<file path="src/rtl/serial_shift_engine.sv">
// Shift register with manual per-edge operations and an automatic multi-bit shift FSM.
// Optional feature: define SERIAL_SHIFT_ROTATE_EN to add a rotate input (exiting bit re-enters).
module serial_shift_engine #(
  parameter int WIDTH = 8,
  localparam int CNT_W = $clog2(WIDTH) + 1
) (
  input  logic             clk,
  input  logic             rst_n,
  input  logic [1:0]       mode,
  input  logic             start,
  input  logic [CNT_W-1:0] shift_len,
  input  logic             dir,
  input  logic [WIDTH-1:0] parallel_in,
  input  logic             serial_in,
  output logic [WIDTH-1:0] parallel_out,
  output logic             serial_out,
  output logic             busy,
  output logic             done
`ifdef SERIAL_SHIFT_ROTATE_EN
  ,
  input  logic             rotate
`endif
);

  typedef enum logic [1:0] {IDLE, SHIFT, DONE} state_t;
  typedef enum logic [1:0] {M_HOLD, M_LEFT, M_RIGHT, M_PLOAD} mode_t;

  state_t           state;
  logic [WIDTH-1:0] mem;
  logic [CNT_W-1:0] cnt;
  logic             dir_q;
  logic             rot_idle;
  logic             rot_shift;

`ifdef SERIAL_SHIFT_ROTATE_EN
  logic rot_q;

  always_ff @(posedge clk or negedge rst_n) begin
    if (!rst_n) begin
      rot_q <= 1'b0;
    end else if (state == IDLE && start) begin
      rot_q <= rotate;
    end
  end

  assign rot_idle  = rotate;
  assign rot_shift = rot_q;
`else
  assign rot_idle  = 1'b0;
  assign rot_shift = 1'b0;
`endif

  logic             eff_dir;
  logic             eff_rot;
  logic             ins_l;
  logic             ins_r;
  logic [WIDTH-1:0] shl;
  logic [WIDTH-1:0] shr;
  logic [CNT_W-1:0] cnt_load;

  // NOTE: every always_comb output gets a default first so no path can infer a latch.
  always_comb begin
    eff_dir = dir;
    eff_rot = rot_idle;
    if (state == SHIFT) begin
      eff_dir = dir_q;
      eff_rot = rot_shift;
    end
    ins_l    = eff_rot ? mem[WIDTH-1] : serial_in;
    ins_r    = eff_rot ? mem[0]       : serial_in;
    shl      = {mem[WIDTH-2:0], ins_l};
    shr      = {ins_r, mem[WIDTH-1:1]};
    cnt_load = (shift_len > CNT_W'(WIDTH)) ? CNT_W'(WIDTH) : shift_len;
  end

  assign parallel_out = mem;
  assign serial_out   = eff_dir ? mem[0] : mem[WIDTH-1];

  // NOTE: sequential state uses non-blocking assignments so every register samples pre-edge values.
  always_ff @(posedge clk or negedge rst_n) begin
    if (!rst_n) begin
      state <= IDLE;
      mem   <= '0;
      cnt   <= '0;
      dir_q <= 1'b0;
      busy  <= 1'b0;
      done  <= 1'b0;
    end else begin
      case (state)
        IDLE: begin
          if (start) begin
            dir_q <= dir;
            cnt   <= cnt_load;
            if (shift_len == '0) begin
              state <= DONE;
              done  <= 1'b1;
            end else begin
              state <= SHIFT;
              busy  <= 1'b1;
            end
          end else begin
            case (mode_t'(mode))
              M_LEFT:  mem <= shl;
              M_RIGHT: mem <= shr;
              M_PLOAD: mem <= parallel_in;
              default: mem <= mem;
            endcase
          end
        end
        SHIFT: begin
          mem <= dir_q ? shr : shl;
          cnt <= cnt - CNT_W'(1);
          if (cnt == CNT_W'(1)) begin
            state <= DONE;
            busy  <= 1'b0;
            done  <= 1'b1;
          end
        end
        default: begin
          state <= IDLE;
          done  <= 1'b0;
        end
      endcase
    end
  end

endmodule

</file>
<file path="config.mk">
export PLATFORM = sky130hd
export DESIGN_NAME = serial_shift_engine
export DESIGN_NICKNAME = d
export VERILOG_FILES = /design/src/rtl/serial_shift_engine.sv
export SDC_FILE = /design/constraint.sdc
export NUM_CORES = 1
export LEC_CHECK = 0
export ABC_AREA = 0
export CORE_UTILIZATION = 58
export DETAILED_ROUTE_END_ITERATION = 8
export DONT_BUFFER_PORTS = 1
export PLACE_DENSITY = 0.82
export SETUP_SLACK_MARGIN = 0.3
export SLEW_MARGIN = 20
export SYNTH_ARGS = -nofsm -noshare
export SYNTH_HDL_FRONTEND = slang
export SYNTH_SLANG_ARGS = --single-unit
export TNS_END_PERCENT = 1
</file>
<file path="constraint.sdc">
create_clock -name clk -period 2.1 [get_ports clk]
set_input_delay 0.42 -clock clk [delete_from_list [all_inputs] [get_ports clk]]
set_output_delay 0.42 -clock clk [all_outputs]
set_load 0.1 [all_outputs]
</file>
==> impl_metrics.csv <==
group,metric,value,unit
run_status,result_of_the_run,"finished, final reports clean",
clocking,insertion_delay_of_the_later_clocked_pin_in_the_worst_skew_pair,300,ps
route,post-route-drc-count,0,
yosys,synth-seq-area-share,35.1,%
route,via_per_inst,6.71,
grt,antenna_found_initial,0,
placed_design,dp_hpwl,1980,um
placed_design,io_buffer_count,0,
clocking,clock-sinks,17,
worst_setup_path,worstSetupEndpointType,"output port",
sta,relSlewSlack,40.5,%
sta,setup_repair_after_global_routing_missed_its_margin,"yes",
route,wl_per_cell,17.1,um
grt,grt_pass1_wl,4420,um
route,via_count,1121,
floorplanning,die_w,47.7,um
route,ant_nets,0,
grt,groute.layer.met3.usage,5.66,%
grt,grt_util_all_layers,27.9,%
sta,tightest_slew,893,ps
layout,fillers,164,
sta,totalNegativeSetupSlack,0,ps
worst_setup_path,critical_path_cell_by_cell,"nand2b_4 > mux2i_2 > mux2_4",
sta,setup_viol,0,
worst_setup_path,cp_top_delay_family,"multiplexers",
placed_design,dp_worst_setup_slack,238,ps
floorplanning,core,0.00196,mm2
floorplanning,die_area,0.00227,mm2
route,first_pass_iters,4,
sta,timing.clock.skew,2.86,ps
yosys,postSynthAreaPerCell,9.39,um2
flow_run,maxCapViolCount,0,
layout,num_antenna_cells,0,
floorplanning,start_util,61.7,%
sta,period_share,92.6,%
sta,slew_violations,0,
clocking,ctsHtreeMaxLevel,1,
yosys,synth-edff-count,0,
clocking,tritoncts,"done",
sta,count_of_final_hold_check_violations,0,
yosys,synth_cell_type_count,34,
yosys,syn-instance-count,129,
worst_setup_path,critPathMaxFanout,2,
clocking,number_of_clock_buffers_inserted_by_tritoncts,3,
layout,post_route_cells_drive_above_1_share,21.4,%
layout,nNetsFinal,164,
grt,gr-total-overflow,0,
clocking,buffer_depth_of_the_longest_clock_path,2,
yosys,async_flop_share,100,%
yosys,synthesized_flop_and_latch_total,17,
yosys,ys.flop_type,"sky130_fd_sc_hd__dfrtp_1",
worst_setup_path,critical_path.max_stage_delay,460,ps
sta,max_freq,514,MHz
worst_setup_path,crit_required,1680,ps
grt,first_global_vias,1028,
worst_setup_path,critical_path_buf_inv_count,0,
layout,syn2layout_area_growth,13.7,%
placed_design,placer_congestion_estimate,0.764,
worst_setup_path,crit_path_top_delay_cell,"sky130_fd_sc_hd__mux2_4",
floorplanning,io_pins,30,
min_path,worstHoldPathType,"in2reg",
floorplanning,floorplan.rows,16,
worst_setup_path,path_class,"reg2out",
clocking,clk_pin_slew,100,ps
floorplanning,chipHeight,47.7,um
route,starting_drc_count_in_detailed_routing,32,
grt,grtUsageMet1,33.5,%
yosys,synth.net_count,152,
worst_setup_path,startpoint_type,"flip-flop",
yosys,post_synth_instance_area,0.00121,mm2
sta,final.setup.worst_slack,154,ps
worst_setup_path,worst_ep_arrival_time,1530,ps
route,routed_wirelength,2850,um
sta,finalWorstPathRequiredPeriod,1950,ps
grt,gr-max-usage-layer,"met2",
grt,global_route.usage.met2,48.4,%
grt,grt_max_degree,18,
clocking,clock_tree_root_driver_cell,"sky130_fd_sc_hd__clkbuf_4",
yosys,yosysWarningCount,0,
[logic make-up after synthesis]
group           share of synthesized area [%]
mux                                      2.69
fa+ha+maj                                4.13
buf+inv                                  5.47
compound gates                           28.5
flops                                    35.1
simple gates                             24.1
[cell usage after synthesis, types with 2 or more instances]
| library cell | count | area share (%) |
|---|---|---|
| sky130_fd_sc_hd__o21ai_0 | 4 | 1.7 |
| sky130_fd_sc_hd__dfrtp_1 | 17 | 35 |
| sky130_fd_sc_hd__ha_1 | 4 | 4.1 |
| sky130_fd_sc_hd__a31oi_1 | 2 | 1.0 |
| sky130_fd_sc_hd__a211oi_1 | 9 | 5.6 |
| sky130_fd_sc_hd__or3_1 | 2 | 1.0 |
| sky130_fd_sc_hd__o31ai_1 | 16 | 9.9 |
| sky130_fd_sc_hd__inv_1 | 4 | 1.2 |
| sky130_fd_sc_hd__o22ai_1 | 2 | 1.0 |
| sky130_fd_sc_hd__a21oi_1 | 2 | 0.83 |
| sky130_fd_sc_hd__clkbuf_1 | 8 | 2.5 |
| sky130_fd_sc_hd__a2111oi_0 | 8 | 5.8 |
| sky130_fd_sc_hd__mux2_2 | 2 | 1.9 |
| sky130_fd_sc_hd__nor2b_1 | 11 | 5.7 |
| sky130_fd_sc_hd__and2_1 | 9 | 4.6 |
| sky130_fd_sc_hd__buf_2 | 2 | 0.83 |
| sky130_fd_sc_hd__nor3b_1 | 9 | 5.6 |
| sky130_fd_sc_hd__or3b_1 | 2 | 1.4 |
[timing repair]
action	in CTS	in global routing
endpoints found under the hold margin	17	0
setup buffers	2	1
resized for setup	4	0
hold buffers	1	0
setup endpoints to repair	1	10
[layer usage]
layer	vias up	wire length, um
li1	526	-
met1	551	1210
met2	40	1490
met3	4	122
met4	0	25
met5	-	0
[area by class of cell]
type | count | area [um2] | area share, %
tap | 27 | 33.8 | 2.45
inverter | 4 | 15.0 | 1.09
multi-input combinational | 97 | 734 | 53.3
clock buffer | 4 | 26.3 | 1.91
timing repair buffer | 18 | 138 | 9.99
sequential | 17 | 430 | 31.2
[registers in the layout, indices dropped and copies added (netlist names)]
name / count
done: 1
cnt: 4
busy: 1
parallel_out: 8
state: 2
dir_q: 1
[cells in the final DEF (no fill, tap or decap), types with 2 or more instances in the layout]
cell / n
sky130_fd_sc_hd__a2111oi_0: 8
sky130_fd_sc_hd__nor2b_1: 11
sky130_fd_sc_hd__o21ai_0: 4
sky130_fd_sc_hd__a31oi_1: 2
sky130_fd_sc_hd__inv_1: 4
sky130_fd_sc_hd__a21oi_1: 2
sky130_fd_sc_hd__clkbuf_4: 3
sky130_fd_sc_hd__or3_1: 2
sky130_fd_sc_hd__ha_1: 4
sky130_fd_sc_hd__a211oi_1: 9
sky130_fd_sc_hd__o31ai_1: 16
sky130_fd_sc_hd__o22ai_1: 2
sky130_fd_sc_hd__nor3b_1: 9
sky130_fd_sc_hd__dfrtp_2: 4
sky130_fd_sc_hd__and2_1: 9
sky130_fd_sc_hd__buf_4: 17
sky130_fd_sc_hd__or3b_1: 2
sky130_fd_sc_hd__dfrtp_1: 13
[stage by stage]
step | hold slack, ps | cells | instance area, um2 | utilization, %
final | 262 | 167 | 1380 | 70.2
after global routing | 261 | 167 | 1380 | 70.2
after CTS | 263 | 166 | 1370 | 69.8
after detailed placement | 125 | 159 | 1310 | 66.5
after global placement | 125 | 159 | 1310 | 66.5
after floorplan | 124 | 129 | 1220 | -
[final timing paths]
check	start	to	slack, ps	depth (start not counted)
max reg2reg	state[1]$_DFFE_PN0P_	cnt[1]$_DFFE_PN0P_	270	5
min reg2reg	cnt[1]$_DFFE_PN0P_	cnt[1]$_DFFE_PN0P_	560	2
max	state[1]$_DFFE_PN0P_	serial_out	150	3
max in group asynchronous	rst_n	parallel_out[7]$_DFFE_PN0P_	930	1
min	dir	dir_q$_DFFE_PN0P_	260	1
min in group asynchronous	rst_n	parallel_out[2]$_DFFE_PN0P_	640	1
Power is not shown: default switching activity piles up to over one toggle a cycle in this logic, so the estimate is an artifact.
